## src/rtl/commit_unit.sv

```systemverilog
`default_nettype none
// ============================================================================
// Module   : commit_unit
// Purpose  : ROB commit consumer: applies results to the ARF, releases
//            stores, counts retirements and stops on ECALL/EBREAK/illegal.
// Revision : 1.0
// ============================================================================
module commit_unit #(
    parameter int XLEN          = 32,
    parameter int NUM_ARCH_REGS = 32
) (
    input  logic                             clk_i,
    input  logic                             reset_i,
    input  logic                             commitment_valid_i,
    input  logic [31:0]                      inst_committed_i,
    input  logic [XLEN-1:0]                  pc_committed_i,
    input  logic [$clog2(NUM_ARCH_REGS)-1:0] prd_addr_committed_i,
    input  logic [XLEN-1:0]                  prd_value_committed_i,
    output logic                             arf_we_o,
    output logic [$clog2(NUM_ARCH_REGS)-1:0] arf_waddr_o,
    output logic [XLEN-1:0]                  arf_wdata_o,
    output logic                             store_release_o,
    output logic [XLEN-1:0]                  store_pc_o,
    output logic                             halt_o,
    output logic                             error_o,
    output logic [31:0]                      retired_cnt_o,
    output logic [XLEN-1:0]                  last_pc_o,
    input  logic [$clog2(NUM_ARCH_REGS)-1:0] dbg_raddr_i,
    output logic [XLEN-1:0]                  dbg_rdata_o
);

    localparam int AW = $clog2(NUM_ARCH_REGS);

    localparam logic [6:0]  c_OP_LUI    = 7'b0110111;
    localparam logic [6:0]  c_OP_AUIPC  = 7'b0010111;
    localparam logic [6:0]  c_OP_JAL    = 7'b1101111;
    localparam logic [6:0]  c_OP_JALR   = 7'b1100111;
    localparam logic [6:0]  c_OP_LOAD   = 7'b0000011;
    localparam logic [6:0]  c_OP_OPIMM  = 7'b0010011;
    localparam logic [6:0]  c_OP_OP     = 7'b0110011;
    localparam logic [6:0]  c_OP_STORE  = 7'b0100011;
    localparam logic [6:0]  c_OP_BRANCH = 7'b1100011;
    localparam logic [6:0]  c_OP_SYSTEM = 7'b1110011;
    localparam logic [31:0] c_ECALL     = 32'h0000_0073;
    localparam logic [31:0] c_EBREAK    = 32'h0010_0073;

    typedef enum logic [1:0] {
        ST_RUN   = 2'd0,
        ST_HALT  = 2'd1,
        ST_ERROR = 2'd2
    } state_t;

    state_t            r_state_q,       w_state_d;
    logic [XLEN-1:0]   r_arf_q [NUM_ARCH_REGS];
    logic [XLEN-1:0]   w_arf_d [NUM_ARCH_REGS];
    logic              r_we_q,          w_we_d;
    logic [AW-1:0]     r_waddr_q,       w_waddr_d;
    logic [XLEN-1:0]   r_wdata_q,       w_wdata_d;
    logic              r_rel_q,         w_rel_d;
    logic [XLEN-1:0]   r_store_pc_q,    w_store_pc_d;
    logic [31:0]       r_retired_cnt_q, w_retired_cnt_d;
    logic [XLEN-1:0]   r_last_pc_q,     w_last_pc_d;

    logic       w_accept;
    logic       w_writes_rd;
    logic       w_legal;
    logic       w_is_store;
    logic       w_is_stop;
    logic [6:0] w_opcode;

    assign w_opcode = inst_committed_i[6:0];
    assign w_accept = commitment_valid_i && (r_state_q == ST_RUN);

    always_comb begin
        w_writes_rd = 1'b0;
        w_legal     = 1'b1;
        case (w_opcode)
            c_OP_LUI, c_OP_AUIPC, c_OP_JAL, c_OP_JALR,
            c_OP_LOAD, c_OP_OPIMM, c_OP_OP:         w_writes_rd = 1'b1;
            c_OP_STORE, c_OP_BRANCH, c_OP_SYSTEM:   w_writes_rd = 1'b0;
            default:                                w_legal     = 1'b0;
        endcase
    end

    assign w_is_store = (w_opcode == c_OP_STORE);
    assign w_is_stop  = (inst_committed_i == c_ECALL) || (inst_committed_i == c_EBREAK);

    always_comb begin
        w_state_d       = r_state_q;
        w_arf_d         = r_arf_q;
        w_we_d          = 1'b0;
        w_waddr_d       = r_waddr_q;
        w_wdata_d       = r_wdata_q;
        w_rel_d         = 1'b0;
        w_store_pc_d    = r_store_pc_q;
        w_retired_cnt_d = r_retired_cnt_q;
        w_last_pc_d     = r_last_pc_q;
        if (w_accept) begin
            if (!w_legal) begin
                // Illegal instructions never retire: counter and PC stay put.
                w_state_d = ST_ERROR;
            end else begin
                w_retired_cnt_d = r_retired_cnt_q + 32'd1;
                w_last_pc_d     = pc_committed_i;
                if (w_writes_rd && (prd_addr_committed_i != '0)) begin
                    w_arf_d[prd_addr_committed_i] = prd_value_committed_i;
                    w_we_d    = 1'b1;
                    w_waddr_d = prd_addr_committed_i;
                    w_wdata_d = prd_value_committed_i;
                end
                if (w_is_store) begin
                    w_rel_d      = 1'b1;
                    w_store_pc_d = pc_committed_i;
                end
                if (w_is_stop) begin
                    w_state_d = ST_HALT;
                end
            end
        end
    end

    always_ff @(posedge clk_i) begin
        if (reset_i) begin
            r_state_q       <= ST_RUN;
            r_arf_q         <= '{default: '0};
            r_we_q          <= 1'b0;
            r_waddr_q       <= '0;
            r_wdata_q       <= '0;
            r_rel_q         <= 1'b0;
            r_store_pc_q    <= '0;
            r_retired_cnt_q <= '0;
            r_last_pc_q     <= '0;
        end else begin
            r_state_q       <= w_state_d;
            r_arf_q         <= w_arf_d;
            r_we_q          <= w_we_d;
            r_waddr_q       <= w_waddr_d;
            r_wdata_q       <= w_wdata_d;
            r_rel_q         <= w_rel_d;
            r_store_pc_q    <= w_store_pc_d;
            r_retired_cnt_q <= w_retired_cnt_d;
            r_last_pc_q     <= w_last_pc_d;
        end
    end

    assign arf_we_o        = r_we_q;
    assign arf_waddr_o     = r_waddr_q;
    assign arf_wdata_o     = r_wdata_q;
    assign store_release_o = r_rel_q;
    assign store_pc_o      = r_store_pc_q;
    assign halt_o          = (r_state_q == ST_HALT);
    assign error_o         = (r_state_q == ST_ERROR);
    assign retired_cnt_o   = r_retired_cnt_q;
    assign last_pc_o       = r_last_pc_q;
    // x0 is masked here as well so the read never depends on entry 0 contents.
    assign dbg_rdata_o     = (dbg_raddr_i == '0) ? '0 : r_arf_q[dbg_raddr_i];

endmodule
`default_nettype wire

```

## config.mk

```make
export PLATFORM = sky130hd
export DESIGN_NAME = commit_unit
export DESIGN_NICKNAME = d
export VERILOG_FILES = /design/src/rtl/commit_unit.sv
export SDC_FILE = /design/constraint.sdc
export NUM_CORES = 2
export LEC_CHECK = 0
export BUFFER_PORTS_ARGS = -buffer_cell sky130_fd_sc_hd__buf_2
export CORE_MARGIN = 10
export CORE_UTILIZATION = 45
export DETAILED_ROUTE_END_ITERATION = 10
export GPL_TIMING_DRIVEN = 0
export PLACE_DENSITY = 0.69
export SYNTH_ARGS = -nofsm -noshare
export SYNTH_HDL_FRONTEND = slang
export SYNTH_SLANG_ARGS = --single-unit
```

## constraint.sdc

```tcl
create_clock -name clk_i -period 2.35 [get_ports clk_i]
set_clock_uncertainty 0.05 [all_clocks]
set_input_delay 0.235 -clock clk_i [delete_from_list [all_inputs] [get_ports clk_i]]
set_output_delay 0.235 -clock clk_i [all_outputs]
set_load 0.01 [all_outputs]
```

==> metrics <==
Ports 278; Detail Route Antenna Nets 0; 1st-iter DRT viols 5861; fin crit share 123%; first-pass GRT wire length 268000 µm; CTS sink cnt approximately 1200; most frequent cells in the layout dfxtp_1 (1130), nand2_1 (839), nand3b_1 (608); Fin. Hold Viols 0; Hold Path Stages 3; Fill cells 9308; worst slew margin relative to its limit 13.4%; top achievable clock speed 0.345 GHz; Reg2Reg Setup Slack -0.12 ns; Synthesized Nets roughly 5300; CP endpoint kind output port; Flop pwr share between 40% and 50%; pin count of the biggest net entering global routing 17; startpoint types primary input; CP Class primary input to output port; max_cap viols 0; Worst Setup Slack, final -0.547 ns; Yosys reg bits approximately 1200; crit path max fanout 10; worst-skew pair later-pin latency 0.73 ns; initial antenna violation count 12; Hold Startpoint prd_addr_committed_i[4]; Slew Viols, Final 0; vias in the first global route 41918; asr flop ratio synth 0%; share of post-route cells with drive strength above 1 a little under a quarter; worst path arrival time 2.61 ns; Initial Util 45.2%; Clock transition at path regs around 0.06 ns; Post-Syn Area 0.0492 mm²; Clock power frac ~47%; minimum clock period 2.90 ns; Die Ht ~350 µm; Worst Tran Pin Value about 1.3 ns; Setup WS pre-CTS -1.92 ns; top_reg_cell synth dfxtp_1; Worst R2R End r_arf_q[235]; Finish-stage setup viols between 150 and 200; final WL 188000 µm; Min-Delay Endpoint arf_waddr_o[4]; Routed WL per cell 26.1 µm; worst hold path class primary input to flip-flop; total congestion overflow 0; Seq/Total Area, Yosys 47.3%; number of vias per cell 6.22; Routability Congestion 0.992; Root Driver clkbuf_16; Num CTS Buffers 119; RSZ-0062 raised after global routing yes; P_leak ~22 nW; Vias 44890; syn avg cell area 9.52 µm²; clk buf depth 3; Comb pwr share 6.7%; nets 5810; worst vdd ir 0.000594 V; Core ar. between 0.1 and 0.15 mm²; cell row count approximately 120; total die area 0.123 mm²; H-tree levels 3; r2r startpoint r_state_q[0]; EDFF count, synth 0; failing checks negative setup slack; sw frac 24.2%; status finished, violations left; Critical Path RT 2.07 ns; pwr/cell area ~700 mW/mm²; internal power between 30 and 40 mW; commonest non-fill, non-tap cell in the layout dfxtp_1; Mapped Cells 5163; DP HPWL ~140000 µm; Final TNS setup -22.31 ns; # port buffers 267; Reg2Reg Depth 8; Synth warnings 0; GRT Util Overall 28.6%; CTS tree done; Area Growth Syn to Fin 23.9%; sw power roughly 10 mW; Synth cell types between 50 and 60; die width about 350 µm; # DRC 0; drt first pass iters 6
## state kept, by name, indices dropped and copies added, names as in the netlist
| name | count |
|---|---|
| arf_we_o | 1 |
| arf_waddr_o | 5 |
| store_pc_o | 32 |
| r_state_q | 2 |
| arf_wdata_o | 32 |
| retired_cnt_o | 32 |
| r_arf_q | 1024 |
| store_release_o | 1 |
| last_pc_o | 32 |
## per-stage QoR
step	cells	utilization [%]	power (mW)	hold WS (ns)	instance area, µm²
after floorplan	5163	-	21.4	0.321	49200
after global placement	6844	48.1	22.5	0.384	52300
after detailed placement	6844	48.1	22.5	0.391	52300
after CTS	7155	54.1	42.6	0.0306	58800
after global routing	7211	56.0	43.7	0.0640	60900
final	7212	56.0	42.8	0.0760	60900
## per-layer routing
layer  part of all wire, %  global-route usage, %
met5                 0.055                      0
met4                   5.1                   12.5
met3                    12                   7.43
met2                    43                   43.3
met1                    40                   38.5
## worst max-delay path, cell delays in order
cell and delay (ns):
clkbuf_1 0.32, buf_6 0.28, buf_4 0.35, clkbuf_4 0.39
mux2i_1 0.18, a221oi_4 0.58, buf_2 0.25
## cells in the mapped netlist (all sizes together), types with 4 or more instances
library cell,n,area [µm²]
nor4,9,77.6
nand3b,608,4560
or3,17,116
nand4,9,56.3
or4,4,30.0
inv,4,15.0
o21ai,639,3200
a221oi,53,464
o2111ai,7,73.8
mux4,256,5770
nor2b,48,300
a21oi,488,2440
buf,124,624
xor2,9,78.8
clkbuf,425,1600
a21o,21,158
nor2,100,375
mux2,14,158
nor3,8,40.0
a211oi,10,193
nand3,8,40.0
and3,4,25.0
nand2,916,3440
nand2b,36,225
dfxtp,1161,23200
o211ai,34,350
mux2i,122,1220
## final cells by class
type                            instances  area, µm²  share of cell area (%)
Timing Repair Buffer                  414       3000                    4.92
Clock inverter                         52        779                    1.28
Inverter                                4       15.0                  0.0246
Clock buffer                          166       3350                    5.49
Multi-Input combinational cell       3454      25700                    42.2
Tap cell                             1414       1770                    2.90
Antenna cell                            1       2.50                 0.00411
Buffer                                546       3000                    4.93
Sequential cell                      1161      23300                    38.2
## worst max path at each step
stage | to | cells after the start | slack (ns) | from
after global routing | dbg_rdata_o[17] | 6 | -0.54 | r_arf_q[177]
after detailed placement | dbg_rdata_o[0] | 7 | -1.92 | dbg_raddr_i[2]
after CTS | dbg_rdata_o[24] | 6 | -0.49 | r_arf_q[184]
after global placement | dbg_rdata_o[19] | 8 | -2.14 | dbg_raddr_i[0]
final | dbg_rdata_o[0] | 7 | -0.55 | dbg_raddr_i[2]
after floorplan | dbg_rdata_o[14] | 7 | 0.07 | dbg_raddr_i[1]
## kinds of logic (layout without fill, tap and decap cells)
| kind of cell | after synthesis | in the layout | synth area share, % |
|---|---|---|---|
| buf+inv | 553 | 1182 | 4.55 |
| fa+ha+maj | 1 | 1 | 0.0254 |
| xor+xnor | 11 | 11 | 0.196 |
| flops | 1161 | 1161 | 47.3 |
| simple gates | 1785 | 1785 | 19.3 |
| compound gates | 1260 | 1265 | 14.2 |
| mux | 392 | 392 | 14.5 |
| other cells | 0 | 1 | 0 |
## repair_timing
item                        CTS  global route
gates cloned                  0            22
setup buffers                22            36
gates resized for setup     367           576
hold endpoints to repair    163             0
hold buffers                 72             0
pin swaps                    91           117
setup endpoints to repair  1141           754
## power groups by stage
stage	combinational, mW	clock [mW]	sequential (mW)
3_3_place_gp	2.33	0	20.2
6_report	2.86	20.3	19.7
2_1_floorplan	1.25	0	20.2
3_5_place_dp	2.35	0	20.2
4_1_cts	2.63	20.3	19.7
5_1_grt	2.92	21.1	19.7
Power figures use the tool's default switching activity.
